<file path="config.mk">
export PLATFORM = sky130hd
export DESIGN_NAME = rr_mux_reg
export DESIGN_NICKNAME = d
export VERILOG_FILES = /design/src/rtl/rr_mux_reg_pkg.sv /design/src/rtl/rr_mux_reg_arbiter.sv /design/src/rtl/rr_mux_reg.sv
export SDC_FILE = /design/constraint.sdc
export NUM_CORES = 1
export LEC_CHECK = 0
export ABC_AREA = 1
export CORE_MARGIN = 2
export CORE_UTILIZATION = 32
export DETAILED_ROUTE_END_ITERATION = 6
export PLACE_DENSITY = 0.86
export SLEW_MARGIN = 30
export SYNTH_ARGS = -nofsm -noshare
export SYNTH_HDL_FRONTEND = slang
export SYNTH_SLANG_ARGS = --single-unit
</file>
<file path="constraint.sdc">
create_clock -name clk -period 1.2 [get_ports clk]
set_input_delay 0.36 -clock clk [delete_from_list [all_inputs] [get_ports clk]]
set_output_delay 0.36 -clock clk [all_outputs]
set_load 0.02 [all_outputs]
</file>
<file path="src/rtl/rr_mux_reg_pkg.sv">
// ---------------------------------------------------------------------------
// mux_defs
//   Definitions shared by rr_mux_reg and rr_arbiter:
//     MODE_SEL / MODE_RR : source-selection modes for rr_mux_reg
//     sel_width(n)       : width of a channel index for n channels (min 1)
// ---------------------------------------------------------------------------
package mux_defs;

  localparam int MODE_SEL = 0;  // channel chosen by the explicit sel input
  localparam int MODE_RR  = 1;  // channel chosen by round-robin arbitration

  // A single channel still needs a 1-bit index so ports never collapse to
  // zero width.
  function automatic int sel_width(input int n);
    return (n > 1) ? $clog2(n) : 1;
  endfunction

endpackage : mux_defs

</file>
<file path="src/rtl/rr_mux_reg_arbiter.sv">
// ---------------------------------------------------------------------------
// rr_arbiter
//   Combinational round-robin arbiter. Grants the first requester found when
//   scanning i_ptr, i_ptr+1, .. N-1, 0, .. i_ptr-1.
//   Ports:
//     i_req   [N]    request per channel
//     i_ptr   [SELW] highest-priority channel this cycle
//     o_grant [N]    one-hot grant (all zero when nothing is requested)
//     o_idx   [SELW] encoded index of the granted channel (0 when none)
// ---------------------------------------------------------------------------
module rr_arbiter
  import mux_defs::*;
#(
  parameter  int N    = 4,
  localparam int SELW = sel_width(N)
) (
  input  logic [N-1:0]    i_req,
  input  logic [SELW-1:0] i_ptr,
  output logic [N-1:0]    o_grant,
  output logic [SELW-1:0] o_idx
);

  logic w_found;

  // Two passes give the wrap-around order without modulo arithmetic:
  // first the channels at or above the pointer, then those below it.
  always_comb begin
    // NOTE: every combinational output gets a default before any branch, so
    // no path leaves it unassigned and no latch is inferred.
    o_grant = '0;
    o_idx   = '0;
    w_found = 1'b0;
    for (int i = 0; i < N; i++) begin
      if (!w_found && i_req[i] && (i >= int'(i_ptr))) begin
        w_found    = 1'b1;
        o_grant[i] = 1'b1;
        o_idx      = SELW'(i);
      end
    end
    for (int i = 0; i < N; i++) begin
      if (!w_found && i_req[i] && (i < int'(i_ptr))) begin
        w_found    = 1'b1;
        o_grant[i] = 1'b1;
        o_idx      = SELW'(i);
      end
    end
  end

endmodule : rr_arbiter

</file>
<file path="src/rtl/rr_mux_reg.sv">
// ---------------------------------------------------------------------------
// rr_mux_reg
//   N-channel, WIDTH-bit registered multiplexer with valid/ready handshakes.
//   One source per cycle is chosen by sel (MODE_SEL) or by round-robin
//   arbitration (MODE_RR); the chosen word is held in an output register
//   until the consumer takes it.
//   Ports:
//     clk, rst_n           clock, asynchronous active-low reset
//     in_data  [N*WIDTH]   channel i word at [i*WIDTH +: WIDTH]
//     in_valid [N]         channel i offers a word
//     in_ready [N]         channel i word accepted this cycle
//     sel      [SELW]      channel to pass (MODE_SEL only)
//     out_data [WIDTH]     registered selected word
//     out_src  [SELW]      channel that supplied out_data
//     out_valid            out_data/out_src hold an unconsumed word
//     out_ready            consumer takes out_data this cycle
// ---------------------------------------------------------------------------
module rr_mux_reg
  import mux_defs::*;
#(
  parameter  int WIDTH = 32,
  parameter  int N     = 4,
  parameter  int MODE  = MODE_SEL,
  localparam int SELW  = sel_width(N)
) (
  input  logic                 clk,
  input  logic                 rst_n,
  input  logic [N*WIDTH-1:0]   in_data,
  input  logic [N-1:0]         in_valid,
  output logic [N-1:0]         in_ready,
  input  logic [SELW-1:0]      sel,
  output logic [WIDTH-1:0]     out_data,
  output logic [SELW-1:0]      out_src,
  output logic                 out_valid,
  input  logic                 out_ready
);

  logic [N-1:0]     w_grant;
  logic [SELW-1:0]  w_idx;
  logic             w_load_en;
  logic             w_xfer;
  logic [WIDTH-1:0] w_sel_data;

  logic [WIDTH-1:0] r_out_data;
  logic [SELW-1:0]  r_out_src;
  logic             r_out_valid;

  // The slot can take a new word when it is empty or being drained this
  // cycle, which gives one word per cycle with no bubble.
  assign w_load_en = !r_out_valid || out_ready;

  // ---------------------------------------------------------------------
  // Grant selection
  // ---------------------------------------------------------------------
  if (MODE == MODE_RR) begin : g_rr
    logic [SELW-1:0] r_rr_ptr;
    logic            w_unused_sel;

    assign w_unused_sel = ^sel;

    rr_arbiter #(.N(N)) u_arb (
      .i_req   (in_valid),
      .i_ptr   (r_rr_ptr),
      .o_grant (w_grant),
      .o_idx   (w_idx)
    );

    // The pointer moves past the winner only when a word actually moves,
    // so idle or stalled cycles never skip a channel's turn.
    always_ff @(posedge clk or negedge rst_n) begin
      if (!rst_n) begin
        r_rr_ptr <= '0;
      end else if (w_xfer) begin
        r_rr_ptr <= (w_idx == SELW'(N - 1)) ? '0 : w_idx + 1'b1;
      end
    end
  end else if (N == 1) begin : g_one
    logic w_unused_sel;

    assign w_unused_sel = ^sel;
    assign w_grant      = in_valid;
    assign w_idx        = '0;
  end else begin : g_sel
    // An out-of-range sel (non-power-of-2 N) matches no channel, so nothing
    // is granted.
    always_comb begin
      w_grant = '0;
      w_idx   = '0;
      for (int i = 0; i < N; i++) begin
        if ((int'(sel) == i) && in_valid[i]) begin
          w_grant[i] = 1'b1;
          w_idx      = SELW'(i);
        end
      end
    end
  end

  assign in_ready = w_load_en ? w_grant : '0;
  assign w_xfer   = |in_ready;

  // Grant is one-hot, so at most one term drives the data.
  always_comb begin
    w_sel_data = '0;
    for (int i = 0; i < N; i++) begin
      if (w_grant[i]) begin
        w_sel_data = in_data[i*WIDTH +: WIDTH];
      end
    end
  end

  // ---------------------------------------------------------------------
  // Output register
  // ---------------------------------------------------------------------
  always_ff @(posedge clk or negedge rst_n) begin
    if (!rst_n) begin
      r_out_valid <= 1'b0;
      r_out_data  <= '0;
      r_out_src   <= '0;
    end else if (w_xfer) begin
      // NOTE: non-blocking assignments make every register here update from
      // the same pre-edge values, independent of statement order.
      r_out_valid <= 1'b1;
      r_out_data  <= w_sel_data;
      r_out_src   <= w_idx;
    end else if (out_ready) begin
      // Drained with nothing to replace it: data and source keep their
      // last value.
      r_out_valid <= 1'b0;
    end
  end

  assign out_data  = r_out_data;
  assign out_src   = r_out_src;
  assign out_valid = r_out_valid;

endmodule : rr_mux_reg

</file>
* Word-level counts from Yosys, hierarchy flattened
Index checks and enable logic that the tools add are counted.
** Operators by class
- Equality and inequality tests :: 3
- Mux-type cells :: 14
- Reduce and logical (&&, ||, !) cells :: 9
** Operators with widths (number)
- 2-to-1 mux 32 bit :: 4
- 2-to-1 mux 1 bit :: 7
- == test 2 bit (second input constant) :: 2
- logical AND 1 bit :: 4
- 2-to-1 mux 2 bit :: 2
- 2-to-1 mux 4 bit :: 1
- OR reduction 4 bit :: 1
- == test 2 x 1 -> 1 bit (second input constant) :: 1
- zero test 2 bit :: 1
- nonzero test 2 bit :: 1
- zero test 1 bit :: 1
- logical OR 1 bit :: 1
** Storage, ports and cells
- Bits in registers :: 35
- Input bits :: 137
- Output and inout bits :: 39
- Word-level logic and storage cells :: 29

* Logic depth before layout (Yosys ltp)
Gate-level depths: netlist (run 1).
- Word-level depth :: 7
- Gate-level depth with buffers :: 9
- Depth with buffers taken out :: 7

* Worst setup path after synthesis (run 1)
Ideal clock, no wire load.
- Kind :: input to register
- Start point :: input sel[0]
- End point :: register r_out_data[0] (netlist: out_data[0])
- Setup time :: 0.117 ns
- Arrival time :: 1.350 ns
- Required time :: 1.083 ns
- Path slack :: -0.267 ns
- Stages :: 8
- Path buffers :: 2
- Path through :: buf_4 nor2_4 nand2_1 nor2_2 nor2_4 buf_2 nand3_1 nand2_1
** Between the ends
- Elaborated cells on any way between the ends :: 18
- Classes of those cells :: eq/ne (3); mux (9); reduce/logical (6)
** RTL lines
- start: declaration :: line rr_mux_reg.sv:31 : input logic [SELW-1:0] sel,
- zero test 2 bit :: line rr_mux_reg.sv:90 : if ((int'(sel) == i) && in_valid[i]) begin
- logical AND 1 bit :: line rr_mux_reg.sv:90
- 2-to-1 mux 1 bit :: line rr_mux_reg.sv:90
- 2-to-1 mux 4 bit :: line rr_mux_reg.sv:98 : assign in_ready = w_load_en ? w_grant : '0;
- net in_ready[0] :: line rr_mux_reg.sv:30 : output logic [N-1:0] in_ready,
- OR reduction 4 bit :: line rr_mux_reg.sv:99 : assign w_xfer = |in_ready;
- end signal: assignment :: line rr_mux_reg.sv:123 : r_out_data <= w_sel_data;
- end: declaration :: line rr_mux_reg.sv:44 : logic [WIDTH-1:0] r_out_data;
The timed path passes the listed nets, and every way through them passes these cells.
A chain may end at the register's enable or synchronous reset.

* Worst setup path in the final report (run 1)
- Start point :: register r_out_valid (netlist: out_valid)
- End point :: output in_ready[2]
** Between the ends
- Word-level cells in the longest chain between the ends :: 3
** RTL lines
- start: declaration :: line rr_mux_reg.sv:46 : logic r_out_valid;
- start signal: assignment :: line rr_mux_reg.sv:116 : r_out_valid <= 1'b0;
- start signal: assignment :: line rr_mux_reg.sv:122 : r_out_valid <= 1'b1;
- start signal: assignment :: line rr_mux_reg.sv:128 : r_out_valid <= 1'b0;
- zero test 1 bit :: line rr_mux_reg.sv:50 : assign w_load_en = !r_out_valid || out_ready;
- logical OR 1 bit :: line rr_mux_reg.sv:50
- 2-to-1 mux 4 bit :: line rr_mux_reg.sv:98
- end: declaration :: line rr_mux_reg.sv:30
Every way passes these cells.

==> impl_metrics.toml, run 1 <==
[run_status]
status = "finished with violations"
violations = "negative setup slack"

[power_and_ir_drop]
combPwrFrac = 0.476
seq_power_share = 0.308
internal_power_mw = 3.43
p_per_area_nw_per_um2 = 1030
power_mw = 5.09
p_clk_frac = 0.216
p_leak_nw = 2.23
ir_drop_v = 0.000449
p_sw_frac = 0.326
p_switching_mw = 1.66

[clocking]
cts_root_buf = "clkbuf_8"
cts_sinks = 35
cts_hold_repair.buffers = 0
cts_tree = "built"
cts_buffers = 5
cts_max_level = 2
clk_latency_ns = 0.28
path_clk_slew_ns = 0.07
clockBufferDepth = 2

[floorplanning]
die-area_um2 = 8550
io_pins = 176
coreArea_um2 = 7650
die_h_um = 92.5
die_w_um = 92.5
fp-row-count = 32
initial_utilization = 0.327

[place]
place_congestion = 0.840
placed_cells = 631
place_hpwl_um = 7720
placed_cell_area_um2 = 4540
portBuffers = 175

[worst_setup_path]
crit_arrival_ns = 1.18
crit_family = "flip-flops"
critPathBufInv = 3
start_kind = "flop"
path_class = "reg -> out"
slowest_delay_ns = 0.42
cp_slowest_cell = "dfrtp_2"
endpoint_kind = "primary output"
path_max_fanout = 4
required_ns = 0.84
path_cells = "inv_2 -> nor2_4 -> buf_6 -> nor2_4 -> buf_6"

[detailed_routing]
drc = 0
vias = 3620
finalWirelength_um = 10900
viasPerCell = 5.45
drt-initial-drc-count = 170
ant_nets = 0
firstDrtPassIters = 5
wl_per_cell_um = 16.4

[grt]
antenna_found_initial = 0
grt_overflow_total = 0
grt_usage = 0.245
grt_pass1_wl_um = 16900
grt_pass1_vias = 3607
grt_max_degree = 43

[sta]
maxSlewViolCount = 0
fin_skew_ns = 0.00308
layout_setup_ws_ns = -0.337
worstMarginPinSlew_ns = 0.420
finalCriticalPeriod_ns = 1.54
hold_viol = 0
rsz0062_at_grt = "yes"
finalHoldWorstSlack_ns = 0.0349
timing.slew.headroom = 0.720
fmax_mhz = 651
setup_viol = 41
period_share = 1.28

[logic_synthesis]
synth_seq_cells = 35
avgSynthCellArea_um2 = 7.03
yosysTopAreaCell = "dfrtp_1"
synthCells = 356
ys_types = 16
synth-warning-count = 0
ys_seq_area_frac = 0.350
synthTopCellsByArea = "dfrtp_1 (35%), nand4_1 (24%), nand2_1 (15%), nand3_1 (14%), buf_2 (3.2%)"
synth_top_area_frac = 0.350
syn_area_um2 = 2500
syn_nets = 493

[final_layout]
antennaDiodeCount = 0
final_layout_size_suffix_gt1_frac = 0.237
area_growth_pct = 97.3
final_net_count = 698
final_core_util = 0.646
final_cells = 664
fin_area_um2 = 4940

[run]
max_cap_violations = 0

[worst_hold_path]
hold_path.class = "in -> async"
-- final cells by class --
cell class,count,area [um^2]
clock buffer,6,82.6
clock inverter,2,35.0
fill,644,2710
inverter,3,11.3
multi-input combinational,277,1460
sequential,35,877
tap,102,128
timing repair buffer,239,2340
-- sequential cells by signal, summed over array words and instances (netlist names) --
register / cells
out_data: 32
out_src: 2
out_valid: 1
-- power by group through the flow --
| stage | logic (mW) | registers, mW | clock network, mW |
|---|---|---|---|
| 6_report | 2.42 | 1.57 | 1.10 |
| 5_1_grt | 2.58 | 1.58 | 1.17 |
| 4_1_cts | 2.13 | 1.53 | 1.12 |
| 3_5_place_dp | 2.16 | 1.55 | 0 |
| 3_3_place_gp | 2.13 | 1.54 | 0 |
| 2_1_floorplan | 0.593 | 1.81 | 0 |
-- Yosys cell counts, drive strengths merged --
master	number
nand2	101
dfrtp	35
or2	1
nand3	69
nor2	10
nand4	96
buf	23
inv	3
clkbuf	18
-- cells in the final DEF (no fill, tap or decap), types with 3 or more instances in the layout --
| cell type | netlist | layout |
|---|---|---|
| inv_2 | 2 | 3 |
| nand2_2 | 0 | 3 |
| nand4_1 | 96 | 96 |
| buf_12 | 0 | 5 |
| nand2_1 | 100 | 97 |
| clkbuf_8 | 0 | 6 |
| dlygate4sd2_1 | 0 | 5 |
| dfrtp_1 | 35 | 34 |
| buf_2 | 16 | 4 |
| nand3_2 | 0 | 3 |
| buf_6 | 3 | 43 |
| clkdlybuf4s50_1 | 0 | 128 |
| nand3_1 | 69 | 66 |
| nor2_4 | 4 | 8 |
| buf_4 | 1 | 52 |
-- repair_timing --
item	CTS	global route
cloned	0	0
resized for setup	193	50
setup buffers	11	14
pin swaps	5	2
endpoints found under the setup margin	73	72
-- cells by family (layout without fill, tap and decap cells) --
group         Yosys count  in the layout  share of synthesized area
buf+inv                44            250                     0.0845
simple gates          277            277                      0.566
flops                  35             35                      0.350
-- worst reg2reg max path: stages, from the launching register on --
cell and delay [ns]:
dfrtp_2 0.38, inv_2 0.05, nor2_4 0.13, buf_4 0.14, nor2_4 0.03, buf_4 0.14
nor2_4 0.15, nand2_4 0.10, buf_12 0.16, nand2_2 0.07, nand2_1 0.06
-- path summary, 6_finish.rpt --
path / to / from / slack, ns / cells past startpoint
worst max-delay path: in_ready[2] / out_valid$_DFFE_PN0P_ / -0.34 / 5
worst min register to register: out_data[25]$_DFFE_PN0P_ / out_data[25]$_DFFE_PN0P_ / 0.51 / 2
worst max register to register: out_data[29]$_DFFE_PN0P_ / out_valid$_DFFE_PN0P_ / -0.31 / 10
min in group clk: out_data[25]$_DFFE_PN0P_ / out_data[25]$_DFFE_PN0P_ / 0.51 / 2
max in group asynchronous: out_valid$_DFFE_PN0P_ / rst_n / 0.97 / 2
worst min-delay path: out_data[5]$_DFFE_PN0P_ / rst_n / 0.03 / 2
-- stage by stage --
step / setup TNS (ns) / worst slack, ns
floorplan: -7.90 / -0.233
global placement: -36.05 / -1.05
detailed placement: -37.41 / -1.09
CTS: -11.87 / -0.336
global route: -14.79 / -0.401
finish: -11.47 / -0.337
-- layer usage --
layer / vias up / track usage / wire, um / share of wire
li1: 1706 / - / - / -
met1: 1717 / 0.298 / 4260 / 0.39
met2: 183 / 0.437 / 5660 / 0.52
met3: 14 / 0.0472 / 842 / 0.077
met4: 0 / 0.0734 / 142 / 0.013
met5: - / 0 / 0 / 0
Power figures use the tool's default switching activity.
==> run 2, diff against run 1 <==
--- a/config.mk
+++ b/config.mk
@@ -6,6 +6,7 @@
 export NUM_CORES = 1
 export LEC_CHECK = 0
 export ABC_AREA = 1
+export CORE_ASPECT_RATIO = 1.25
 export CORE_MARGIN = 2
 export CORE_UTILIZATION = 32
 export DETAILED_ROUTE_END_ITERATION = 6
==> run 2 against run 1 <==
Against the previous run: the flow still finishes with violations (negative setup slack); sequential share of layout area shrank 0.098 points; via count is 1.2% higher; core utilization decreased by 0.10 points; critical path type unchanged; hold slack improved by 0.0057 ns.
==> impl_metrics.toml, run 2 (synthesis gave the netlist of run 1 again) <==
[run]
max_cap_violations = 0

[grt]
grt_overflow_total = 0
grt_usage = 0.252
grt_pass1_vias = 3729
grt_pass1_wl_um = 17400
grt_max_degree = 33
antenna_found_initial = 0

[worst_setup_path]
start_kind = "flop"
critPathLaunch = "out_valid$_DFFE_PN0P_"
crit_arrival_ns = 1.18
path_class = "reg -> out"
regToRegStartpoint = "out_valid$_DFFE_PN0P_"
path_max_fanout = 4
required_ns = 0.84
endpoint_kind = "primary output"

[final_layout]
fin_area_um2 = 4970
layout_commonest_cell = "clkdlybuf4s50_1"
final_cells = 664
largest_reg_flops = 32
antennaDiodeCount = 0
final_net_count = 705
final_layout_size_suffix_gt1_frac = 0.255
final_cell_mix = "clkdlybuf4s50_1 (128), nand4_1 (96), nand2_1 (93)"
area_growth_pct = 98.4

[floorplanning]
coreArea_um2 = 7700
io_pins = 176
die_w_um = 83.1
initial_utilization = 0.325
die-area_um2 = 8550
fp-row-count = 36
die_h_um = 103

[detailed_routing]
finalWirelength_um = 11600
wl_per_cell_um = 17.4
drc = 0
drt-initial-drc-count = 236
ant_nets = 0
firstDrtPassIters = 5
vias = 3665
viasPerCell = 5.52

[place]
portBuffers = 175
place_congestion = 0.975
dp_slack_ns = -1.13
placed_cells = 629
placed_cell_area_um2 = 4550
place_hpwl_um = 7970

[clocking]
clockBufferDepth = 2
cts_sinks = 35
cts_buffers = 5
clk_latency_ns = 0.28
cts_max_level = 2
cts_root_buf = "clkbuf_8"
path_clk_slew_ns = 0.07
cts_hold_repair.buffers = 0
cts_tree = "built"

[power_and_ir_drop]
ir_drop_v = 0.000640
p_leak_nw = 2.26
p_per_area_nw_per_um2 = 1040

[worst_hold_path]
hold_path.class = "in -> async"

[run_status]
violations = "negative setup slack"
status = "finished with violations"

[sta]
setup_viol = 40
finalSetupTns_ns = -11.79
period_share = 1.28
finalCriticalPeriod_ns = 1.54
worstMarginPinSlew_ns = 0.424
rsz0062_at_grt = "yes"
timing.slew.headroom = 0.718
fin_skew_ns = 0.00817
layout_setup_ws_ns = -0.339
hold_viol = 0
fmax_mhz = 650
maxSlewViolCount = 0
## run 2: cell types whose count changed in the layout (fill, tap and decap cells not counted), sizes merged
cell           change
clkdlybuf4s15      -1
dlymetal6s2s       -1
clkbuf             +1
buf                +8
## run 2: repair_timing
| item | 4_1_cts | 5_1_grt |
|---|---|---|
| gates resized for setup | 204 | 54 |
| setup buffers | 15 | 12 |
| gates cloned | 0 | 1 |
| endpoints found under the setup margin | 74 | 72 |
| pin swaps | 6 | 3 |
## run 2: stage by stage
step | util | hold WS (ns) | power, mW
CTS | 0.610 | 0.0393 | 4.84
floorplan | - | 0.0644 | 2.40
global placement | 0.591 | 0.340 | 3.68
finish | 0.645 | 0.0405 | 5.15
global route | 0.645 | 0.0512 | 5.39
detailed placement | 0.591 | 0.351 | 3.72
## run 2: routing by layer
| layer | up-vias | global-route usage | routed length, um |
|---|---|---|---|
| met1 | 1689 | 0.282 | 4210 |
| met4 | 0 | 0.164 | 544 |
| met3 | 49 | 0.0456 | 866 |
| met5 | - | 0 | 0 |
| li1 | 1711 | - | - |
| met2 | 216 | 0.445 | 5940 |
## run 2: worst max-delay path, cell delays in order (launching register included)
cell and delay (ns):
dfrtp_2 0.41, inv_2 0.07, nor2_4 0.03, buf_6 0.13
nor2_4 0.12, buf_6 0.13
## run 2: power breakdown
group	switching (mW)	leakage (nW)	internal, mW
clock network	0.426	0.0612	0.672
registers	0.158	0.456	1.40
logic	1.11	1.74	1.39
total	1.69	2.26	3.46
## run 2: final timing paths
check	cells past startpoint	endpoint	slack (ns)
min reg2reg	2	out_data[6]$_DFFE_PN0P_	0.53
max in group asynchronous	2	out_data[20]$_DFFE_PN0P_	0.93
min	2	out_data[8]$_DFFE_PN0P_	0.04
min in group clk	2	out_data[6]$_DFFE_PN0P_	0.53
max reg2reg	10	out_data[29]$_DFFE_PN0P_	-0.31
max	5	in_ready[3]	-0.34
## run 2: layout make-up
class | instances | area, um^2
fillers | 662 | 2740
repair buffers | 246 | 2370
multi-input cells | 277 | 1470
flip-flops and latches | 35 | 877
well taps | 95 | 119
clock buffers | 6 | 82.6
clock inverters | 2 | 35.0
inverters | 3 | 11.3
